## config.mk

```make
export PLATFORM = sky130hd
export DESIGN_NAME = mlp_infer_engine
export DESIGN_NICKNAME = d
export VERILOG_FILES = /design/src/rtl/mlp_infer_engine.sv
export SDC_FILE = /design/constraint.sdc
export NUM_CORES = 1
export LEC_CHECK = 0
export ABC_AREA = 1
export CORE_MARGIN = 5
export CORE_UTILIZATION = 25
export CTS_BUF_LIST = sky130_fd_sc_hd__clkbuf_8 sky130_fd_sc_hd__clkbuf_16
export CTS_CLUSTER_DIAMETER = 40
export CTS_CLUSTER_SIZE = 40
export DETAILED_ROUTE_END_ITERATION = 8
export GPL_TIMING_DRIVEN = 0
export PLACE_DENSITY = 0.42
export SYNTH_ARGS = -nofsm -noshare
export SYNTH_HDL_FRONTEND = slang
export SYNTH_SLANG_ARGS = --single-unit
export TNS_END_PERCENT = 30
```

## constraint.sdc

```tcl
create_clock -name clk -period 11.1 [get_ports clk]
set_input_delay 1.11 -clock clk [delete_from_list [all_inputs] [get_ports clk]]
set_output_delay 1.11 -clock clk [all_outputs]
set_load 0.01 [all_outputs]
```

## src/rtl/mlp_infer_engine.sv

```systemverilog
// mlp_infer_engine: two-layer fixed-point MLP (N inputs -> H hidden -> 1 output)
// run over M samples read from A/B/C RAMs, one saturated result per sample to RES.
// Ports: clk, aresetn | Start, act_sel -> Busy, Done, sat_flag
//        A/B/C_read_en/_address -> RAM, A/B/C_read_data_out <- RAM (1-cycle latency)
//        RES_write_en/_address/_data_in -> result RAM
module mlp_infer_engine #(
    parameter int WIDTH          = 8,
    parameter int FRAC_BITS      = 6,
    parameter int M              = 64,
    parameter int N              = 7,
    parameter int H              = 2,
    parameter int A_depth_bits   = 9,
    parameter int B_depth_bits   = 4,
    parameter int C_depth_bits   = 2,
    parameter int RES_depth_bits = 6
) (
    input  logic                      clk,
    input  logic                      aresetn,
    input  logic                      Start,
    input  logic                      act_sel,
    output logic                      Busy,
    output logic                      Done,
    output logic                      sat_flag,
    output logic                      A_read_en,
    output logic [A_depth_bits-1:0]   A_read_address,
    input  logic [WIDTH-1:0]          A_read_data_out,
    output logic                      B_read_en,
    output logic [B_depth_bits-1:0]   B_read_address,
    input  logic [WIDTH-1:0]          B_read_data_out,
    output logic                      C_read_en,
    output logic [C_depth_bits-1:0]   C_read_address,
    input  logic [WIDTH-1:0]          C_read_data_out,
    output logic                      RES_write_en,
    output logic [RES_depth_bits-1:0] RES_write_address,
    output logic [WIDTH-1:0]          RES_write_data_in
);

    localparam int MX = (N > H) ? N : H;
    localparam int KW = $clog2(MX + 1);
    localparam int AW = 2 * WIDTH + KW;
    localparam int RW = (M > 1) ? $clog2(M) : 1;
    localparam int JW = (H > 1) ? $clog2(H) : 1;

    localparam logic signed [AW-1:0] MAXV =
        {{(AW-WIDTH+1){1'b0}}, {(WIDTH-1){1'b1}}};
    localparam logic signed [AW-1:0] MINV =
        {{(AW-WIDTH+1){1'b1}}, {(WIDTH-1){1'b0}}};

    typedef enum logic [3:0] {
        S_IDLE, S_H_BIAS, S_H_MAC, S_H_DRAIN, S_H_ACT,
        S_O_BIAS, S_O_MAC, S_O_DRAIN, S_O_WRITE, S_DONE
    } state_t;

    state_t state, state_n;

    logic [RW-1:0] r;
    logic [JW-1:0] j;
    logic [KW-1:0] k;
    logic          act_q;

    logic signed [AW-1:0]    acc;
    logic signed [WIDTH-1:0] hid [H];

    logic [A_depth_bits-1:0]   a_addr_q;
    logic [B_depth_bits-1:0]   b_addr_q;
    logic [C_depth_bits-1:0]   c_addr_q;
    logic [RES_depth_bits-1:0] w_addr_q;
    logic [WIDTH-1:0]          w_data_q;

    logic k_last_n, k_last_h, j_last, r_last;
    assign k_last_n = (k == KW'(N - 1));
    assign k_last_h = (k == KW'(H - 1));
    assign j_last   = (j == JW'(H - 1));
    assign r_last   = (r == RW'(M - 1));

    // Datapath: one shared multiplier, operands switch to hidden*C in output phase
    logic                      out_ph;
    logic [KW-1:0]             hix;
    logic signed [WIDTH-1:0]   hv, op_a, op_b, bsrc;
    logic signed [2*WIDTH-1:0] prod;
    logic signed [AW-1:0]      prod_x, bias_x, sh;
    logic                      sat_hi, sat_lo, clamp;
    logic signed [WIDTH-1:0]   res, hid_val;

    always_comb begin
        out_ph = (state == S_O_MAC) || (state == S_O_DRAIN);
        // product arriving now belongs to the hidden value issued last cycle
        hix = (state == S_O_DRAIN) ? KW'(H - 1) : k - KW'(1);
        hv = '0;
        for (int i = 0; i < H; i++)
            if (hix == KW'(i)) hv = hid[i];
        op_a   = out_ph ? hv : $signed(A_read_data_out);
        op_b   = out_ph ? $signed(C_read_data_out) : $signed(B_read_data_out);
        bsrc   = out_ph ? $signed(C_read_data_out) : $signed(B_read_data_out);
        prod   = op_a * op_b;
        prod_x = {{(AW-2*WIDTH){prod[2*WIDTH-1]}}, prod};
        bias_x = {{(AW-WIDTH){bsrc[WIDTH-1]}}, bsrc} <<< FRAC_BITS;
        sh     = acc >>> FRAC_BITS;
        sat_hi = (sh > MAXV);
        sat_lo = (sh < MINV);
        clamp  = sat_hi | sat_lo;
        if (sat_hi)      res = MAXV[WIDTH-1:0];
        else if (sat_lo) res = MINV[WIDTH-1:0];
        else             res = sh[WIDTH-1:0];
        hid_val = (act_q && res[WIDTH-1]) ? '0 : res;
    end

    always_ff @(posedge clk or negedge aresetn) begin
        if (!aresetn) state <= S_IDLE;
        else          state <= state_n;
    end

    always_comb begin
        state_n = state;
        unique case (state)
            S_IDLE:    if (Start) state_n = S_H_BIAS;
            S_H_BIAS:  state_n = S_H_MAC;
            S_H_MAC:   if (k_last_n) state_n = S_H_DRAIN;
            S_H_DRAIN: state_n = S_H_ACT;
            S_H_ACT:   state_n = j_last ? S_O_BIAS : S_H_BIAS;
            S_O_BIAS:  state_n = S_O_MAC;
            S_O_MAC:   if (k_last_h) state_n = S_O_DRAIN;
            S_O_DRAIN: state_n = S_O_WRITE;
            S_O_WRITE: state_n = r_last ? S_DONE : S_H_BIAS;
            S_DONE:    state_n = S_IDLE;
            default:   state_n = S_IDLE;
        endcase
    end

    // RAM ports: addresses fall back to the held copy whenever no access is issued
    always_comb begin
        Busy              = (state != S_IDLE) && (state != S_DONE);
        Done              = (state == S_DONE);
        A_read_en         = 1'b0;
        B_read_en         = 1'b0;
        C_read_en         = 1'b0;
        RES_write_en      = 1'b0;
        A_read_address    = a_addr_q;
        B_read_address    = b_addr_q;
        C_read_address    = c_addr_q;
        RES_write_address = w_addr_q;
        RES_write_data_in = w_data_q;
        unique case (state)
            S_H_BIAS: begin
                B_read_en      = 1'b1;
                B_read_address = B_depth_bits'(int'(j));
            end
            S_H_MAC: begin
                A_read_en      = 1'b1;
                A_read_address = A_depth_bits'(int'(r) * N + int'(k));
                B_read_en      = 1'b1;
                B_read_address = B_depth_bits'((int'(k) + 1) * H + int'(j));
            end
            S_O_BIAS: begin
                C_read_en      = 1'b1;
                C_read_address = '0;
            end
            S_O_MAC: begin
                C_read_en      = 1'b1;
                C_read_address = C_depth_bits'(int'(k) + 1);
            end
            S_O_WRITE: begin
                RES_write_en      = 1'b1;
                RES_write_address = RES_depth_bits'(int'(r));
                RES_write_data_in = res;
            end
            default: ;
        endcase
    end

    always_ff @(posedge clk or negedge aresetn) begin
        if (!aresetn) begin
            r        <= '0;
            j        <= '0;
            k        <= '0;
            act_q    <= 1'b0;
            sat_flag <= 1'b0;
            acc      <= '0;
            for (int i = 0; i < H; i++) hid[i] <= '0;
            a_addr_q <= '0;
            b_addr_q <= '0;
            c_addr_q <= '0;
            w_addr_q <= '0;
            w_data_q <= '0;
        end else begin
            a_addr_q <= A_read_address;
            b_addr_q <= B_read_address;
            c_addr_q <= C_read_address;
            w_addr_q <= RES_write_address;
            w_data_q <= RES_write_data_in;
            unique case (state)
                S_IDLE: if (Start) begin
                    r        <= '0;
                    j        <= '0;
                    k        <= '0;
                    act_q    <= act_sel;
                    sat_flag <= 1'b0;
                end
                S_H_BIAS, S_O_BIAS: k <= '0;
                S_H_MAC: begin
                    acc <= (k == '0) ? bias_x : acc + prod_x;
                    if (!k_last_n) k <= k + KW'(1);
                end
                S_O_MAC: begin
                    acc <= (k == '0) ? bias_x : acc + prod_x;
                    if (!k_last_h) k <= k + KW'(1);
                end
                S_H_DRAIN, S_O_DRAIN: acc <= acc + prod_x;
                S_H_ACT: begin
                    for (int i = 0; i < H; i++)
                        if (j == JW'(i)) hid[i] <= hid_val;
                    if (clamp) sat_flag <= 1'b1;
                    if (!j_last) j <= j + JW'(1);
                end
                S_O_WRITE: begin
                    if (clamp) sat_flag <= 1'b1;
                    if (!r_last) r <= r + RW'(1);
                    j <= '0;
                end
                default: ;
            endcase
        end
    end

endmodule

```

==> results.md, run 1 <==
* Detailed placement HPWL at 18370 µm
* Worst Reg2Reg Path Length in Cells at 24
* CTS Buf Count at 9
* Synth top area cells: dfrtp_1, fa_1, ha_1
* Dpl cell area at 9507 µm²
* Setup bufs post-CTS at 0
* Worst-Skew Late Latency at 0.34 ns
* Via Count at 6356
* Top cells by count, synth: nand2_1, inv_1, fa_1
* Top cell by count, worst path: nand2_1
* Total global-route track usage at 0.1260
* Initial antenna violation count at 0
* Row count at 66
* Cell Pwr Density at 319.0 nW/µm²
* Part of the cycle the worst path needs at 0.5970
* Setup_tns at 0 ns
* TritonCTS clock tree: built
* Post-synthesis cell type count at 52
* Area of the multi-input gates at 5497 µm²
* Initial Utilization at 0.2544
* Compound-gate portion of the synthesized area at 0.1108
* Global-route wire length before repair at 36770 µm
* Max_slew headroom at 0.3402
* Fin nets at 1237
* Fill count at 3490
* Async set-reset flop share out of synthesis at 1.000
* Sequential fraction of the synthesis area at 0.2413
* Routability cong. at 0.8020
* Largest net degree at the start of global routing at 46
* DRC Markers at 0
* Max-cap violation count at 0
* Top-area cell type share of the netlist area at 0.2413
* Status: complete, no violations
* Hold WC Path Type: register to register
* Synth Area in XOR/XNOR at 0.01055
* Routed WL per cell at 14.67 µm
* Port bufs at 63
* Synth Area in Simple Gates at 0.2149
* Mux share of post-synthesis cell area at 0.004071
* Total Wirelength at 21920 µm
* Synth warn at 0
* CTS max path bufs at 2
* Synthesized net count at 1162
* Die Area at 36940 µm²
* Hold Buf Count CTS at 0
* Slowest-stage cell, CP: a21oi_2
* Pleak at 0.005060 µW
* Core Area at 32620 µm²
* Initial DRC count at 271
* Worst path required time at 11.33 ns
* Finished Cell Area at 9751 µm²
* RSZ-0062 raised after global routing: false
* Area growth from synthesis to layout at 17.51%
* Largest family of logic cells by synthesized area: adder cells
* Register clock-pin slew on the reported worst setup and hold paths at 0.06 ns
* Total chip power at 3111 µW
* Post_cts resized at 0
* H-tree depth at 3
* Worst slew pin tran at 0.9898 ns
* Post-Synth Adder-Cell Area at 0.3221
* # diodes at 0
* Critical path fanouts, max at 11
* Die height at 192.2 µm
* Vias in the first global route at 6738
* Max incr delay on CP at 0.74 ns
* Tmin final at 6.627 ns
* Crit Path Class: register to register
* Synth Instances at 975
* Final hold violation count at 0
* Via-per-instance ratio at 4.254
* Reg area at 2002 µm²
* Finished Layout Cells at 1494
* Ys flop type: dfrtp_1
* Area leader, netlist: dfrtp_1
* Setup crit end kind: register
* Final setup skew at 0.005022 ns
* Grt ovf at 0
* Final setup vio count at 0
* Placed cells at 1481
* Crit path launch type: register
* Total buffers and inverters traversed by the critical path at 3
* Fin. max-slew vios at 0
* CP arrival at 6.86 ns
* #FFs+latches synth at 80
* VDD IR max at 0.1607 mV
* Logic depth of the worst path, buffers included at 24
* Mapped cell area at 8298 µm²
* Count leader, synth: nand2_1
* Crit path cell chain: inv_1 -> ha_1 -> nand3_2 -> nor2_2 -> nand2_1 -> o211ai_4 -> nand2_4 -> a21oi_2 -> fa_1 -> inv_1 -> fa_1 -> inv_1 -> fa_1 -> fa_1 -> ha_1 -> ha_1 -> a21oi_1 -> o21ai_0 -> a21oi_1 -> nand2_1 -> nand2_1 -> nand3_1 -> nand2_1 -> nand2_1
* Hold Path Stages at 2
* Final ANT Viol Nets at 0
* Die width at 192.2 µm
* CTS root buf: clkbuf_16
* Share of cells above drive strength 1 at 0.09411
* Fmax at 150.9 MHz
* Post-synth EDFFs at 0
* Boundary Pins at 64
* Drt pass-1 iters at 4
* CTS Sinks at 80
* Crit path max-delay family: adder cells
* Mean Syn Cell Area at 8.511 µm²
final cells by class:
class                      instances  share of cell area
clock buffer                       9             0.02310
tap                              442             0.05672
clock inverter                     4            0.001925
timing repair buffer              64             0.06724
buffer                            16             0.01116
sequential                        80              0.2053
multi-input combinational        697              0.5637
inverter                         182             0.07083
path summary, 6_finish.rpt:
path / from / end / slack (ns)
max: k[0] / acc[17] / 4.47
min: a_addr_q[0] / a_addr_q[0] / 0.47
max reg2reg: k[0] / acc[17] / 4.47
min reg2reg: a_addr_q[0] / a_addr_q[0] / 0.47
max in group asynchronous: aresetn / k[1] / 9.75
min in group asynchronous: aresetn / w_data_q[7] / 0.74
cell usage in the layout (no fill, tap or decap), drive strengths merged:
cell,count
a211o,1
a21boi,1
a21o,2
a21oi,34
a22oi,1
a31oi,1
buf,13
clkbuf,14
clkdlybuf4s50,62
clkinv,2
clkinvlp,1
dfrtp,80
fa,91
ha,68
inv,183
mux2,1
mux2i,1
nand2,217
nand3,63
nand3b,2
nand4,6
nor2,87
nor3,2
o211ai,9
o21a,2
o21ai,81
o21bai,2
o31ai,3
or2,12
xnor2,5
xor2,5
stage by stage:
| step | worst slack [ns] | hold WS (ns) | util |
|---|---|---|---|
| 3_5_place_dp | 4.354 | 0.4585 | 0.2914 |
| 3_3_place_gp | 4.327 | 0.4557 | 0.2907 |
| 4_1_cts | 4.349 | 0.4731 | 0.2989 |
| 2_1_floorplan | 5.396 | 0.4585 | - |
| 6_report | 4.473 | 0.4654 | 0.2989 |
| 5_1_grt | 3.923 | 0.4911 | 0.2989 |
routing by layer:
layer / track usage / routed length [µm]
met4: 0.02414 / 203
met3: 0.02236 / 963
met2: 0.2044 / 9955
met5: 0 / 0
met1: 0.1775 / 10800
flip-flops by register name, indices dropped and copies added, names as in the netlist:
register and cells:
b_addr_q 4, acc 19, hid 16, act_q 1, w_addr_q 6, state 4
k 3, w_data_q 8, c_addr_q 2, j 1, sat_flag 1, r 6
a_addr_q 9
report_power, final:
part           switching (µW)  total, µW  internal, µW
sequential               54.9        431           376
clock                     116        261           145
combinational            1470       2420           949
total                    1640       3110          1470
logic make-up (layout without fill, tap and decap cells):
logic type / after synthesis / after routing
compound gates: 137 / 137
xor+xnor: 10 / 10
fa+ha+maj: 159 / 159
buf+inv: 198 / 275
flops: 80 / 80
mux: 2 / 2
simple gates: 389 / 389
tightest hold or removal path: stages, from the launching register on:
cell,delay (ns)
dfrtp_1,0.32
nand2_1,0.05
nand2_1,0.06
Note: power is estimated with default switching activity, not from simulation.
==> run 2, diff against run 1 <==
==> constraint.sdc (replaced) <==
create_clock -name clk -period 6.8 [get_ports clk]
set_input_delay 0.68 -clock clk [delete_from_list [all_inputs] [get_ports clk]]
set_output_delay 0.68 -clock clk [all_outputs]
set_load 0.01 [all_outputs]
==> results.md, run 2 (same netlist as run 1, synthesis figures left out) <==
* Status: complete, no violations (unchanged)
* Core Area at 32620 µm² (unchanged)
* TritonCTS clock tree: built (unchanged)
* Routability cong. at 0.8020 (unchanged)
* Final ANT Viol Nets at 0 (unchanged)
* Max incr delay on CP at 0.58 ns (was 0.74 ns)
* Crit path launch type: register (unchanged)
* Crit Path Class: register to register (unchanged)
* Hold WC Path Type: input port to async pin (was register to register)
* CTS Buf Count at 9 (unchanged)
* Max reg flops at 19 (unchanged)
* Detailed placement HPWL at 18370 µm (unchanged)
* Top cell by count, worst path: nand2_1 (unchanged)
* Global-route wire length before repair at 36770 µm (unchanged)
* Grt ovf at 0 (unchanged)
* Port bufs at 63 (unchanged)
* Max_slew headroom at 0.5967 (was 0.3402)
* VDD IR max at 0.2629 mV (was 0.1607 mV)
* Row count at 66 (unchanged)
* Routed WL per cell at 14.65 µm (was 14.67 µm)
* Cell Pwr Density at 518.2 nW/µm² (was 319.0 nW/µm²)
* Top reg by flops: acc (unchanged)
* Fmax at 158.9 MHz (was 150.9 MHz)
* Setup_tns at 0 ns (unchanged)
* Via Count at 6372 (was 6356)
* Vias in the first global route at 6738 (unchanged)
* Most frequent cells in the layout: nand2_1, inv_1, fa_1 (unchanged)
* Drt pass-1 iters at 4 (unchanged)
* Die Area at 36940 µm² (unchanged)
* CTS root buf: clkbuf_16 (unchanged)
* Initial Utilization at 0.2544 (unchanged)
* Hold WS at 0.3137 ns (was 0.4654 ns)
* Pleak at 0.005079 µW (was 0.005060 µW)
* RSZ-0062 raised after global routing: false (unchanged)
* Register clock-pin slew on the reported worst setup and hold paths at 0.06 ns (about the same)
* Tmin final at 6.293 ns (was 6.627 ns)
* Total Wirelength at 21940 µm (was 21920 µm)
* Boundary Pins at 64 (unchanged)
* CTS Sinks at 80 (unchanged)
* Final setup skew at 0.005137 ns (was 0.005022 ns)
* # diodes at 0 (unchanged)
* Biggest regs: acc: 19 flops, hid: 16 flops, a_addr_q: 9 flops (unchanged)
* Largest net degree at the start of global routing at 46 (unchanged)
* Initial DRC count at 284 (was 271)
* Slowest-stage cell, CP: fa_1 (was a21oi_2)
* Area growth from synthesis to layout at 18.06% (was 17.51%)
* Fin. max-slew vios at 0 (unchanged)
* Initial antenna violation count at 0 (unchanged)
* Die height at 192.2 µm (unchanged)
* Setup crit end kind: register (unchanged)
* Via-per-instance ratio at 4.254 (about the same)
* Total buffers and inverters traversed by the critical path at 3 (unchanged)
* Worst path required time at 7.03 ns (was 11.33 ns)
* H-tree depth at 3 (unchanged)
* CP arrival at 6.52 ns (was 6.86 ns)
* Total global-route track usage at 0.1260 (unchanged)
* CTS max path bufs at 2 (unchanged)
* Worst-Skew Late Latency at 0.34 ns (about the same)
* Crit path max-delay family: adder cells (unchanged)
* Die width at 192.2 µm (unchanged)
* Fin nets at 1241 (was 1237)
* Worst slew pin tran at 0.6050 ns (was 0.9898 ns)
* Critical path fanouts, max at 12 (was 11)
* Final hold violation count at 0 (unchanged)
* Share of cells above drive strength 1 at 0.09943 (was 0.09411)
* Max-cap violation count at 0 (unchanged)
* Commonest non-fill, non-tap cell in the layout: nand2_1 (unchanged)
* Final setup vio count at 0 (unchanged)
* DRC Markers at 0 (unchanged)
* Part of the cycle the worst path needs at 0.9254 (was 0.5970)
==> run 2: cell types whose count changed in the layout (fill, tap and decap cells not counted), sizes merged <==
cell / previous run / this run
buf: 13 / 17
==> run 2: path summary, 6_finish.rpt <==
| kind | startpoint | endpoint | slack [ns] | cells past startpoint |
|---|---|---|---|---|
| worst max-delay path | k[0] | acc[12] | 0.51 | 25 |
| worst min-delay path | aresetn | w_data_q[7] | 0.31 | 1 |
| worst max register to register | k[0] | acc[12] | 0.51 | 25 |
| worst min register to register | a_addr_q[0] | a_addr_q[0] | 0.47 | 2 |
| max in group asynchronous | aresetn | k[0] | 5.86 | 2 |
| min in group clk | a_addr_q[0] | a_addr_q[0] | 0.47 | 2 |
==> run 2: area by class of cell <==
cell class	instances	area (µm²)
Fill cell	3486	22820
Multi-Input combinational cell	697	5512
Sequential cell	80	2003
Inverter	182	690.7
Timing Repair Buffer	68	685.7
Tap cell	442	553.0
Clock buffer	9	225.2
Buffer	16	108.9
Clock inverter	4	18.77
==> run 2: report_power, final <==
part | switching, µW | internal [µW]
sequential | 89.6 | 614
combinational | 2390 | 1550
clock | 189 | 237
==> run 2: repair_timing <==
item | 4_1_cts | 5_1_grt
resized for setup | 0 | 4
hold buffers | 0 | 0
endpoints found under the setup margin | 0 | 10
setup buffers | 0 | 4
==> run 2: stage by stage <==
| stage | worst slack (ns) | utilization | power, µW | std cells | area (µm²) |
|---|---|---|---|---|---|
| 2_1_floorplan | 1.096 | - | 3709 | 975 | 8298 |
| 3_3_place_gp | 0.02747 | 0.2907 | 4705 | 1480 | 9482 |
| 3_5_place_dp | 0.05425 | 0.2914 | 4701 | 1481 | 9507 |
| 4_1_cts | 0.04876 | 0.2989 | 5167 | 1494 | 9751 |
| 5_1_grt | 0.02798 | 0.3003 | 5827 | 1498 | 9797 |
| 6_report | 0.5072 | 0.3003 | 5077 | 1498 | 9797 |
==> run 2: metal layers <==
| metal | part of all wire | GRT usage | routed length [µm] | vias to the layer above |
|---|---|---|---|---|
| li1 | - | - | - | 3214 |
| met3 | 0.044 | 0.02236 | 960 | 11 |
| met5 | 0 | 0 | 0 | - |
| met1 | 0.49 | 0.1775 | 10810 | 3037 |
| met2 | 0.45 | 0.2044 | 9962 | 110 |
| met4 | 0.0093 | 0.02414 | 203 | 0 |
